File: src/rtl/seq_det_pkg.sv
// Shared types and constants for the serial pattern detector.
package seq_det_pkg;

  typedef enum logic {
    FILL  = 1'b0,
    ARMED = 1'b1
  } det_state_e;

  localparam int MAX_W = 32;

  // Low `width` bits set; used for the compare-everything mask after reset.
  function automatic logic [MAX_W-1:0] mask_all_ones(input int width);
    if (width >= MAX_W) return '1;
    return (MAX_W'(1) << width) - MAX_W'(1);
  endfunction

endpackage

File: src/rtl/sat_counter.sv
// Saturating up-counter with synchronous clear; clear is applied before increment.
module sat_counter #(
  parameter int WIDTH = 8
) (
  input  logic             Clock,
  input  logic             Reset,
  input  logic             inc,
  input  logic             clr,
  output logic [WIDTH-1:0] count,
  output logic             sat
);

  logic [WIDTH-1:0] base;
  logic [WIDTH-1:0] count_n;

  always_comb begin
    base    = clr ? '0 : count;
    count_n = base;
    if (inc && (base != '1)) count_n = base + 1'b1;
  end

  always_ff @(posedge Clock or posedge Reset) begin
    if (Reset) begin
      count <= '0;
      sat   <= 1'b0;
    end else begin
      count <= count_n;
      sat   <= (count_n == '1);
    end
  end

endmodule

File: src/rtl/seq_pattern_detector.sv
// Serial bit-pattern detector with per-bit don't-care mask, selectable overlap
// and a saturating match counter. Dout is a same-cycle (Mealy) match pulse.
module seq_pattern_detector
  import seq_det_pkg::*;
#(
  parameter int PAT_W = 3,
  parameter int CNT_W = 8
) (
  input  logic             Clock,
  input  logic             Reset,
  input  logic             Din,
  input  logic             In_valid,
  input  logic             Load,
  input  logic [PAT_W-1:0] Pattern,
  input  logic [PAT_W-1:0] Mask,
  input  logic             Overlap,
  input  logic             Clear_count,
  output logic             Dout,
  output logic [CNT_W-1:0] Match_count,
  output logic             Count_sat,
  output det_state_e       Dbg_state
);

  // Handshake: Din is consumed on every cycle In_valid is high and Load is low;
  // there is no ready/backpressure, so the upstream may never stall this block.

  localparam int HW = PAT_W - 1;
  localparam int FW = $clog2(PAT_W);
  localparam logic [FW-1:0]    FILL_LAST = FW'(HW);
  localparam logic [MAX_W-1:0] MASK_INIT = mask_all_ones(PAT_W);

  det_state_e       state, state_n;
  logic [PAT_W-1:0] pat_q, mask_q;
  logic [HW-1:0]    history, hist_n;
  logic [FW-1:0]    fill, fill_n;
  logic [PAT_W-1:0] window;
  logic             cmp_ok;
  logic             match;

  assign window    = {history, Din};
  assign cmp_ok    = (((window ^ pat_q) & mask_q) == '0);
  assign Dbg_state = state;

  always_comb begin
    state_n = state;
    hist_n  = history;
    fill_n  = fill;
    match   = 1'b0;
    if (Load) begin
      hist_n  = '0;
      fill_n  = '0;
      state_n = FILL;
    end else if (In_valid) begin
      hist_n = window[HW-1:0];
      if (state == FILL) begin
        fill_n = fill + 1'b1;
        if (fill_n == FILL_LAST) state_n = ARMED;
      end else begin
        match = cmp_ok;
        // Non-overlapping: the matched bits may not seed the next match.
        if (match && !Overlap) begin
          hist_n  = '0;
          fill_n  = '0;
          state_n = FILL;
        end
      end
    end
  end

  assign Dout = match & ~Reset;

  always_ff @(posedge Clock or posedge Reset) begin
    if (Reset) begin
      state   <= FILL;
      history <= '0;
      fill    <= '0;
      pat_q   <= '0;
      mask_q  <= MASK_INIT[PAT_W-1:0];
    end else begin
      state   <= state_n;
      history <= hist_n;
      fill    <= fill_n;
      if (Load) begin
        pat_q  <= Pattern;
        mask_q <= Mask;
      end
    end
  end

  sat_counter #(
    .WIDTH(CNT_W)
  ) u_count (
    .Clock (Clock),
    .Reset (Reset),
    .inc   (match),
    .clr   (Clear_count),
    .count (Match_count),
    .sat   (Count_sat)
  );

endmodule

File: config.mk
export PLATFORM = sky130hd
export DESIGN_NAME = seq_pattern_detector
export DESIGN_NICKNAME = d
export VERILOG_FILES = /design/src/rtl/seq_det_pkg.sv /design/src/rtl/sat_counter.sv /design/src/rtl/seq_pattern_detector.sv
export SDC_FILE = /design/constraint.sdc
export NUM_CORES = 1
export LEC_CHECK = 0
export ABC_AREA = 1
export CAP_MARGIN = 20
export CORE_MARGIN = 2
export CORE_UTILIZATION = 28
export CTS_BUF_LIST = sky130_fd_sc_hd__clkbuf_8
export DETAILED_ROUTE_END_ITERATION = 16
export HOLD_SLACK_MARGIN = 0.03
export MAX_ROUTING_LAYER = met4
export PLACE_DENSITY = 0.51
export RECOVER_POWER = 25
export SYNTH_ARGS = -nofsm -noshare
export SYNTH_HDL_FRONTEND = slang
export SYNTH_SLANG_ARGS = --single-unit
File: constraint.sdc
create_clock -name Clock -period 1.5 [get_ports Clock]
set_input_delay 0.225 -clock Clock [delete_from_list [all_inputs] [get_ports Clock]]
set_output_delay 0.225 -clock Clock [all_outputs]
set_load 0.03 [all_outputs]
==> impl_metrics.yaml <==
finish:
  final_nets: 257
  drive_gt1_share_pct: 33.6
  final_cell_mix: "51 x nand2_1, 33 x inv_1, 31 x buf_4, 15 x dfrtp_1"
  final_common_cell: "nand2_1"
  num_antenna_cells: 0
  area_growth_pct: 51.2
  fillers: 455
critical_path:
  cp_max_fo: 6
  r2r_slack_ns: -0.08
  end_kind: "flip-flop"
  cp_data_required_time_ns: 1.70
  startpoint_type: "flip-flop"
  timing.rr.end: "u_count.sat"
  worstPathArrival_ns: 1.78
  worst-r2r-cell-count: 13
  worstSetupPathType: "reg2reg"
  reg2reg_from: "u_count.count[0]"
global_routing:
  grt_max_degree: 21
  grt_pass1_vias: 1200
  grt_use_total_pct: 13.1
  grt-ovfl-total: 0
  antenna_found_initial: 0
  grt_pass1_wl_um: 5170
clock_tree:
  htree_levels: 1
  clock_latency_ns: 0.26
  cts_root_buffer: "clkbuf_8"
  cts_buffer_depth: 2
  clk_pin_slew_ns: 0.08
  numCtsBuffers: 3
  clock_sinks: 20
  cts_hold_buf: 0
  cts_tree: "built"
timing:
  finalMaxSlewViolations: 0
  finalSetupViolCount: 2
  post-route-period-util_pct: 105
  finalHoldViolCount: 0
  rsz0062_at_grt: "yes"
  holdWs_ns: 0.428
  tightestPinTransition_ns: 0.496
  relSlewSlack_pct: 66.9
  fin_ws_ns: -0.0782
  timing.final.crit_period_ns: 1.58
  max_clock_freq_mhz: 634
  finalClockSkew_ns: 0.00328
pwr:
  vdd_drop_max_mv: 0.405
  power_density_nw_per_um2: 660
  p_sw_share_pct: 27.5
  p_clk_share_pct: 32.6
  p_leak_uw: 0.00113
  p_int_uw: 929
  switching_power_uw: 352
  power_frac_seq_pct: 46.8
  power_frac_comb_pct: 20.6
floorplan:
  die_y_um: 71.7
  fp.dieArea_sq_um: 5140
  row_count: 24
  start_util_pct: 29.3
  ios: 24
  coreArea_sq_um: 4380
  die_w_um: 71.7
logic_synthesis:
  ys_ff_latch: 20
  synthCells: 182
  synthDominantCellAreaShare_pct: 33.1
  yosysWarnings: 0
  synthFlopType: "dfrtp_1"
  synth_cell_types: 22
  yosys-top-cells-area: "dfrtp_1 33%, nand2_1 16%, inv_1 11%, nand3_1 6.2%, dfstp_2 6.1%"
  syn_nets: 197
  synthesis.area_sq_um: 1280
  synthArstFlopShare_pct: 100
  seq_area_frac_synth_pct: 39.3
  yosysTopAreaCell: "dfrtp_1"
  avgSynthCellArea_sq_um: 7.05
  synth_edf_count: 0
min_path:
  worstHoldEndpoint: "history[0]"
  min-delay-start: "Din"
  hold_depth: 3
  holdCritPathClass: "in2reg"
place:
  gp_congestion: 0.763
  port_buffers: 23
  dpl.hpwl_um: 2400
  post-place-ws_ns: -0.496
route:
  antenna_left: 0
  drtPass1Iterations: 4
  drt_iter0_drc: 43
  routedWlPerCell_um: 10.4
  via_per_inst: 4.28
  drcViolationCount: 0
  wl_um: 3040
  vias: 1255
outcome:
  status: "complete, but fails checks"
  violations: "negative setup slack"
flow_run:
  maxCapViolations: 0
through the flow:
stage / util (%) / std cells / power [uW] / cell area, sq um / TNS, ns
2_1_floorplan: - / 182 / 736 / 1310 / -0.0588
3_3_place_gp: 41.2 / 283 / 854 / 1810 / -4.05
3_5_place_dp: 41.2 / 283 / 856 / 1810 / -4.42
4_1_cts: 43.6 / 292 / 1280 / 1910 / -0.143
5_1_grt: 44.3 / 293 / 1360 / 1940 / -0.587
6_report: 44.3 / 293 / 1280 / 1940 / -0.0817
power by group through the flow:
stage | clock network [uW] | logic [uW] | registers [uW]
2_1_floorplan | 0 | 112 | 624
3_3_place_gp | 0 | 243 | 611
3_5_place_dp | 0 | 246 | 610
4_1_cts | 429 | 254 | 600
5_1_grt | 462 | 298 | 604
6_report | 418 | 264 | 600
timing repair:
item                       CTS  global route
pin swaps                    5             7
setup buffers                5             1
setup endpoints to repair   20            12
gates resized for setup     22             9
state kept, by name, indices dropped and copies added, names as in the netlist:
signal,flops
mask_q,3
u_count.sat,1
u_count.count,8
Dbg_state,1
pat_q,3
fill,2
history,2
synth_stat cells (2+ instances only):
| library cell | instances |
|---|---|
| dfrtp_1 | 17 |
| dfstp_2 | 3 |
| ha_1 | 2 |
| inv_1 | 37 |
| nand2_1 | 56 |
| nand2_2 | 8 |
| nand3_1 | 16 |
| nand3_4 | 2 |
| nand4_1 | 3 |
| nor2_1 | 16 |
| nor2_2 | 2 |
| nor2_4 | 3 |
| o21ai_0 | 7 |
| o31ai_1 | 2 |
routing by layer:
layer  up-vias  wire [um]  GRT usage [%]
met5         -          0              -
met4         0         15           3.77
met3         2         85           1.69
met2        19       1510           22.2
met1       567       1420           16.3
li1        667          -              -
final cells by class:
type | instances | area, sq um | area share [%]
clock buffer | 4 | 55.1 | 2.84
inverter | 39 | 149 | 7.67
multi-input combinational | 122 | 698 | 36.0
sequential | 20 | 507 | 26.1
tap | 52 | 65.1 | 3.35
timing repair buffer | 56 | 467 | 24.0
worst max-delay path by stage:
stage / startpoint / end / slack [ns] / depth (start not counted)
after floorplan: u_count.count[1] / u_count.sat / -0.06 / 13
after global placement: Clear_count / u_count.sat / -0.43 / 15
after detailed placement: Clear_count / u_count.sat / -0.50 / 15
after CTS: u_count.count[0] / u_count.sat / -0.09 / 12
after global routing: u_count.count[0] / u_count.sat / -0.21 / 13
final: u_count.count[0] / u_count.sat / -0.08 / 13
critical path, stage by stage, from the launching register on:
cell     delay [ns]
dfrtp_2        0.42
nand2_2        0.09
inv_2          0.05
ha_4           0.16
nand2_4        0.09
nor2_8         0.04
nand3_4        0.10
buf_6          0.13
nand3_1        0.09
nand2_2        0.09
nand2_1        0.05
inv_1          0.04
nand2_1        0.06
nor2_2         0.10
cells by family after synthesis:
group           count (synthesis)  share of synthesized area, %
compound gates                 11                          4.78
xor+xnor                        1                         0.682
fa+ha+maj                       2                          1.95
buf+inv                        40                          11.9
flops                          20                          39.3
simple gates                  108                          41.4
No activity file was read; power rests on OpenSTA's default activity.
